File: config.mk
export PLATFORM = sky130hd
export DESIGN_NAME = wb_port_arbiter
export DESIGN_NICKNAME = d
export VERILOG_FILES = /design/src/rtl/rv_wb_pkg.sv /design/src/rtl/wb_mdu_fifo.sv /design/src/rtl/wb_port_arbiter.sv
export SDC_FILE = /design/constraint.sdc
export NUM_CORES = 1
export LEC_CHECK = 0
export ABC_AREA = 0
export CAP_MARGIN = 20
export CORE_MARGIN = 1.5
export CORE_UTILIZATION = 35
export DETAILED_ROUTE_END_ITERATION = 8
export HOLD_SLACK_MARGIN = 0.03
export PLACE_DENSITY = 0.63
export RECOVER_POWER = 100
export SETUP_SLACK_MARGIN = 0.1
export SYNTH_ARGS = -nofsm -noshare
export SYNTH_HDL_FRONTEND = slang
export SYNTH_SLANG_ARGS = --single-unit
File: constraint.sdc
create_clock -name clk_in -period 2.5 [get_ports clk_in]
set_clock_uncertainty 0.1 [all_clocks]
set_input_delay 0.375 -clock clk_in [delete_from_list [all_inputs] [get_ports clk_in]]
set_output_delay 0.375 -clock clk_in [all_outputs]
set_load 0.02 [all_outputs]
File: src/rtl/rv_wb_pkg.sv
// Shared types and defaults for the register-file writeback port arbiter.
package rv_wb_pkg;
  localparam int REG_AW            = 5;
  localparam int XLEN              = 32;
  localparam int DEF_DEPTH         = 2;
  localparam int DEF_STARVE_LIMIT  = 8;

  typedef enum logic [1:0] {
    ST_IDLE     = 2'd0,
    ST_PIPE_PRI = 2'd1,
    ST_DRAIN    = 2'd2
  } wb_state_e;

  typedef struct packed {
    logic [REG_AW-1:0] rd;
    logic [XLEN-1:0]   data;
  } wb_req_t;
endpackage

File: src/rtl/wb_mdu_fifo.sv
// MDU result buffer: strict FIFO with occupancy count and pending-destination decode.
module wb_mdu_fifo
  import rv_wb_pkg::*;
#(
  parameter int DEPTH = DEF_DEPTH,
  localparam int PW   = $clog2(DEPTH),
  localparam int CW   = $clog2(DEPTH + 1)
) (
  input  logic          clk,
  input  logic          rst_n,
  input  logic          push,
  input  wb_req_t       push_req,
  input  logic          pop,
  output wb_req_t       head,
  output logic [CW-1:0] count,
  output logic [31:0]   pend_mask
);
  wb_req_t       mem [DEPTH];
  logic [PW-1:0] wr_ptr, rd_ptr;
  logic [PW-1:0] off [DEPTH];

  always_ff @(posedge clk or negedge rst_n) begin
    if (!rst_n) begin
      wr_ptr <= '0;
      rd_ptr <= '0;
      count  <= '0;
      for (int i = 0; i < DEPTH; i++) mem[i] <= '0;
    end else begin
      if (push) begin
        mem[wr_ptr] <= push_req;
        wr_ptr      <= wr_ptr + 1'b1;
      end
      if (pop) rd_ptr <= rd_ptr + 1'b1;
      count <= count + CW'(push) - CW'(pop);
    end
  end

  assign head = mem[rd_ptr];

  // An entry is live when its distance from the read pointer is below the count.
  always_comb begin
    pend_mask = '0;
    for (int i = 0; i < DEPTH; i++) begin
      off[i] = PW'(PW'(i) - rd_ptr);
      if (CW'(off[i]) < count) pend_mask[mem[i].rd] = 1'b1;
    end
  end
endmodule

File: src/rtl/wb_port_arbiter.sv
// Register-file write port arbiter: pipeline writeback has priority, MDU results
// queue and drain into free slots or force a stall when full or starved.
module wb_port_arbiter
  import rv_wb_pkg::*;
#(
  parameter int DEPTH        = DEF_DEPTH,
  parameter int STARVE_LIMIT = DEF_STARVE_LIMIT
) (
  input  logic              clk_in,
  input  logic              rst_n_in,
  input  logic              pipe_wr_en_in,
  input  logic [REG_AW-1:0] pipe_rd_addr_in,
  input  logic [XLEN-1:0]   pipe_wb_data_in,
  input  logic              mdu_valid_in,
  output logic              mdu_ready_out,
  input  logic [REG_AW-1:0] mdu_rd_addr_in,
  input  logic [XLEN-1:0]   mdu_data_in,
  output logic              rf_wr_en_out,
  output logic [REG_AW-1:0] rf_rd_addr_out,
  output logic [XLEN-1:0]   rf_wr_data_out,
  output logic              stall_out,
  output logic [31:0]       pend_mask_out
);
  localparam int CW  = $clog2(DEPTH + 1);
  localparam int AGW = $clog2(STARVE_LIMIT + 1);

  wb_state_e      state, state_nxt;
  logic [CW-1:0]  count, cnt_nxt;
  logic [AGW-1:0] age, age_nxt;
  wb_req_t        head, push_req;
  logic           pipe_use, store, pop, empty;

  assign empty         = (count == '0);
  assign mdu_ready_out = (count < CW'(DEPTH));
  assign pipe_use      = pipe_wr_en_in && (pipe_rd_addr_in != '0);
  // x0 results complete the handshake but are never stored.
  assign store         = mdu_valid_in && mdu_ready_out && (mdu_rd_addr_in != '0);
  assign pop           = !pipe_use && !empty;
  assign cnt_nxt       = count + CW'(store) - CW'(pop);
  assign push_req      = '{rd: mdu_rd_addr_in, data: mdu_data_in};

  wb_mdu_fifo #(.DEPTH(DEPTH)) u_fifo (
    .clk       (clk_in),
    .rst_n     (rst_n_in),
    .push      (store),
    .push_req  (push_req),
    .pop       (pop),
    .head      (head),
    .count     (count),
    .pend_mask (pend_mask_out)
  );

  always_comb begin
    age_nxt = age;
    if (empty || pop)                  age_nxt = '0;
    else if (age < AGW'(STARVE_LIMIT)) age_nxt = age + 1'b1;
  end

  always_comb begin
    state_nxt = state;
    case (state)
      ST_IDLE:     if (cnt_nxt != '0) state_nxt = ST_PIPE_PRI;
      ST_PIPE_PRI: begin
        if (cnt_nxt == '0)
          state_nxt = ST_IDLE;
        else if (cnt_nxt == CW'(DEPTH) || age_nxt == AGW'(STARVE_LIMIT))
          state_nxt = ST_DRAIN;
      end
      ST_DRAIN:    if (cnt_nxt == '0) state_nxt = ST_IDLE;
      default:     state_nxt = ST_IDLE;
    endcase
  end

  always_ff @(posedge clk_in or negedge rst_n_in) begin
    if (!rst_n_in) begin
      state          <= ST_IDLE;
      age            <= '0;
      rf_wr_en_out   <= 1'b0;
      rf_rd_addr_out <= '0;
      rf_wr_data_out <= '0;
    end else begin
      state        <= state_nxt;
      age          <= age_nxt;
      rf_wr_en_out <= pipe_use || pop;
      if (pipe_use) begin
        rf_rd_addr_out <= pipe_rd_addr_in;
        rf_wr_data_out <= pipe_wb_data_in;
      end else if (pop) begin
        rf_rd_addr_out <= head.rd;
        rf_wr_data_out <= head.data;
      end else begin
        rf_rd_addr_out <= '0;
        rf_wr_data_out <= '0;
      end
    end
  end

  // State is already a flop, so the stall is registered.
  assign stall_out = (state == ST_DRAIN);
endmodule
==> qor.csv <==
stage,metric,value,unit
status,status,completed,
critical_path,critPathSlowestCell,or3b_4,
critical_path,path_class,flop to output port,
route,remaining_drc_errors,0,
synthesis,synth_seq_cells,122,
critical_path,required,2030,ps
pwr,ir_worst_vdd,0.0005339,V
final_layout,seq_area,3059,um2
final_layout,drive_gt1_share,17.89,%
final_layout,multi_input_area,2420,um2
route,viasPerCell,4.983,
clock_network,clock-sinks,122,
place,port_buffers,149,
clock_network,cts_buffers,17,
critical_path,path_cells,nor2b_4 > nor2_2 > or3b_4 > buf_6 > o22ai_4 > buf_6,
synthesis,synth.avg_cell_area,12.58,um2
grt,grt_first_pass_wirelength,22.29,mm
sta,drv_slew,0,
sta,min_period,2431,ps
grt,grt_max_degree,68,
synthesis,ys_types,38,
route,met1_length,6.166,mm
route,wl_met3,723,um
sta,holdWs,160.7,ps
place,dpl.cell_count,806,
synthesis,syn-num-nets,529,
sta,timing.final.ws_setup,69.35,ps
critical_path,critPathArrivalTime,1960,ps
clock_network,worstSkewPairLatency,410,ps
sta,final-setup-viol-count,0,
clock_network,path_clk_slew,60,ps
floorplanning,die_area,16870,um2
synthesis,synth_warnings,0,
grt,grt-ovfl-total,0,
route,drt_iter0_markers,209,
clock_network,ctsHtreeMaxLevel,4,
grt,grt_usage,17.29,%
pwr,power_density,1258,nW/um2
clock_network,clockBufferDepth,2,
route,top_layer_used,met4,
synthesis,syn_area,5634,um2
grt,grt_pass1_vias,4343,
floorplanning,die-height,129.9,um
place,gp_congestion,0.7787,
final_layout,syn2layout_area_growth,42.39,%
sta,hold_viol,0,
sta,period_share,97.23,%
final_layout,final_common_cell,dfrtp_1,
pwr,leakage,0.003438,uW
place,hpwl,9.667,mm
sta,rsz0062_at_grt,yes,
clock_network,cts-root-buf,clkbuf_16,
route,first_pass_iters,4,
floorplanning,io_pins,150,
final_layout,final_nets,694,
critical_path,cp-end-kind,output port,
final_layout,stdcell_count,842,
final_layout,antenna_cells,0,
critical_path,start_kind,flop,
floorplanning,start_util,35.60,%
synthesis,synthCells,448,
grt,antenna_found_initial,0,
place,post-place-ws,-466.4,ps
sta,tightest_slew,1123,ps
route,ant_nets,0,
floorplanning,core_area,15830,um2
job,maxCapViolations,0,
final_layout,layout_common_cells,"dfrtp_1, clkdlybuf4s50_1, mux2_1, nand2_1, dlygate4sd3_1",
floorplanning,die_w,129.9,um
critical_path,crit_path_frequent_cell,buf_6,
route,num_vias,4196,
floorplanning,row_count,46,
route,wl_per_cell,16.62,um
final_layout,nFillCells,1437,
sta,relSlewSlack,25.13,%
clock_network,cts_tree,built,
route,met2_length,6.944,mm
sta,fmax,0.4114,GHz
synthesis,ys_seq_area_share,54.19,%
critical_path,cpPeakStageDelay,480,ps
hold_path,hold_path.class,input pin to flop,
critical_path,crit_fanout,8,
sta,fin_setup_tns,0,ps
route,finalWirelength,13.99,mm
pwr,finalPower,10090,uW
path summary, 6_finish.rpt:
check	depth (start not counted)	to	start	slack (ps)
setup / recovery	6	pend_mask_out[17]	u_fifo.rd_ptr	70
hold / removal	3	rf_rd_addr_out[1]	pipe_rd_addr_in[1]	160
setup reg to reg	8	u_fifo.mem[24]	u_fifo.count[1]	210
hold reg to reg	1	state[0]	state[1]	370
max in group asynchronous	3	u_fifo.mem[11]	rst_n_in	500
min in group asynchronous	2	u_fifo.mem[65]	rst_n_in	610
state kept, by name (all words and copies together), names as in the netlist:
signal and flops:
age 4, rf_rd_addr_out 5, rf_wr_data_out 32, rf_wr_en_out 1, state 2, u_fifo.count 2
u_fifo.mem 74, u_fifo.rd_ptr 1, u_fifo.wr_ptr 1
layout make-up:
| class | instances | share of cell area (%) |
|---|---|---|
| sequential | 122 | 38.13 |
| timing repair buffer | 179 | 20.26 |
| clock inverter | 14 | 2.449 |
| multi-input combinational | 287 | 30.16 |
| clock buffer | 18 | 5.349 |
| inverter | 6 | 0.2807 |
| tap | 216 | 3.369 |
report_power, final:
part	switching [uW]	internal (uW)	leakage, uW
Combinational	2140	1940	0.00168
Clock	892	1670	0.000296
Sequential	566	2890	0.00146
Total	3600	6490	0.00344
per-stage QoR:
stage | cell area, um2 | util (%)
floorplan | 5649 | -
detailed placement | 7543 | 47.66
global placement | 7543 | 47.66
finish | 8023 | 50.69
CTS | 8214 | 51.90
global route | 8023 | 50.69
Yosys cell counts (all sizes together):
master  instances  share of area (%)
dfrtp         122                 54
mux2           74                 16
nand2          42                2.9
mux2i          38                6.8
o31ai          35                4.7
o22ai          33                3.7
clkbuf         20                1.3
buf            13                1.8
nor2            9               0.64
nand3b          7               0.93
or3b            7                1.1
inv             6               0.40
xnor2           6               0.93
nor2b           5               0.56
o21ai           5               0.71
nor3            4               0.36
or3             4               0.44
a21oi           3               0.27
ha              3               0.67
or4             3               0.47
a31oi           2               0.22
nand3           2               0.18
a211oi          1               0.13
nor4b           1               0.16
o211ai          1               0.13
o21a            1               0.13
xor2            1               0.16
metal layers:
metal	vias up	global-route usage [%]
met3	22	4.551
met2	129	29.10
met5	-	0
li1	1971	-
met1	2074	22.17
met4	0	4.510
logic make-up (layout without fill, tap and decap cells):
| family | Yosys count | count (layout) | share of synthesized area, % |
|---|---|---|---|
| flops | 122 | 122 | 54.19 |
| simple gates | 84 | 84 | 7.750 |
| xor+xnor | 7 | 7 | 1.088 |
| buf+inv | 39 | 217 | 3.509 |
| compound gates | 81 | 81 | 9.927 |
| mux | 112 | 112 | 22.87 |
| fa+ha+maj | 3 | 3 | 0.6663 |
repair_timing:
| item | in CTS | in global routing |
|---|---|---|
| endpoints found under the setup margin | 34 | 33 |
| buffers inserted | 1 | 2 |
| resized for setup | 86 | 64 |
| hold buffers | 1 | 0 |
| endpoints found under the hold margin | 41 | 0 |
| pin swaps | 6 | 7 |
worst max-delay path: cells and delay by family (launching register included):
kind	cells	cell delay, ps
AO/OA/AOI/OAI	1	160
AND/OR/NAND/NOR	3	670
buffers and inverters	2	300
flip-flops	1	420
No activity file was read; power rests on OpenSTA's default activity.
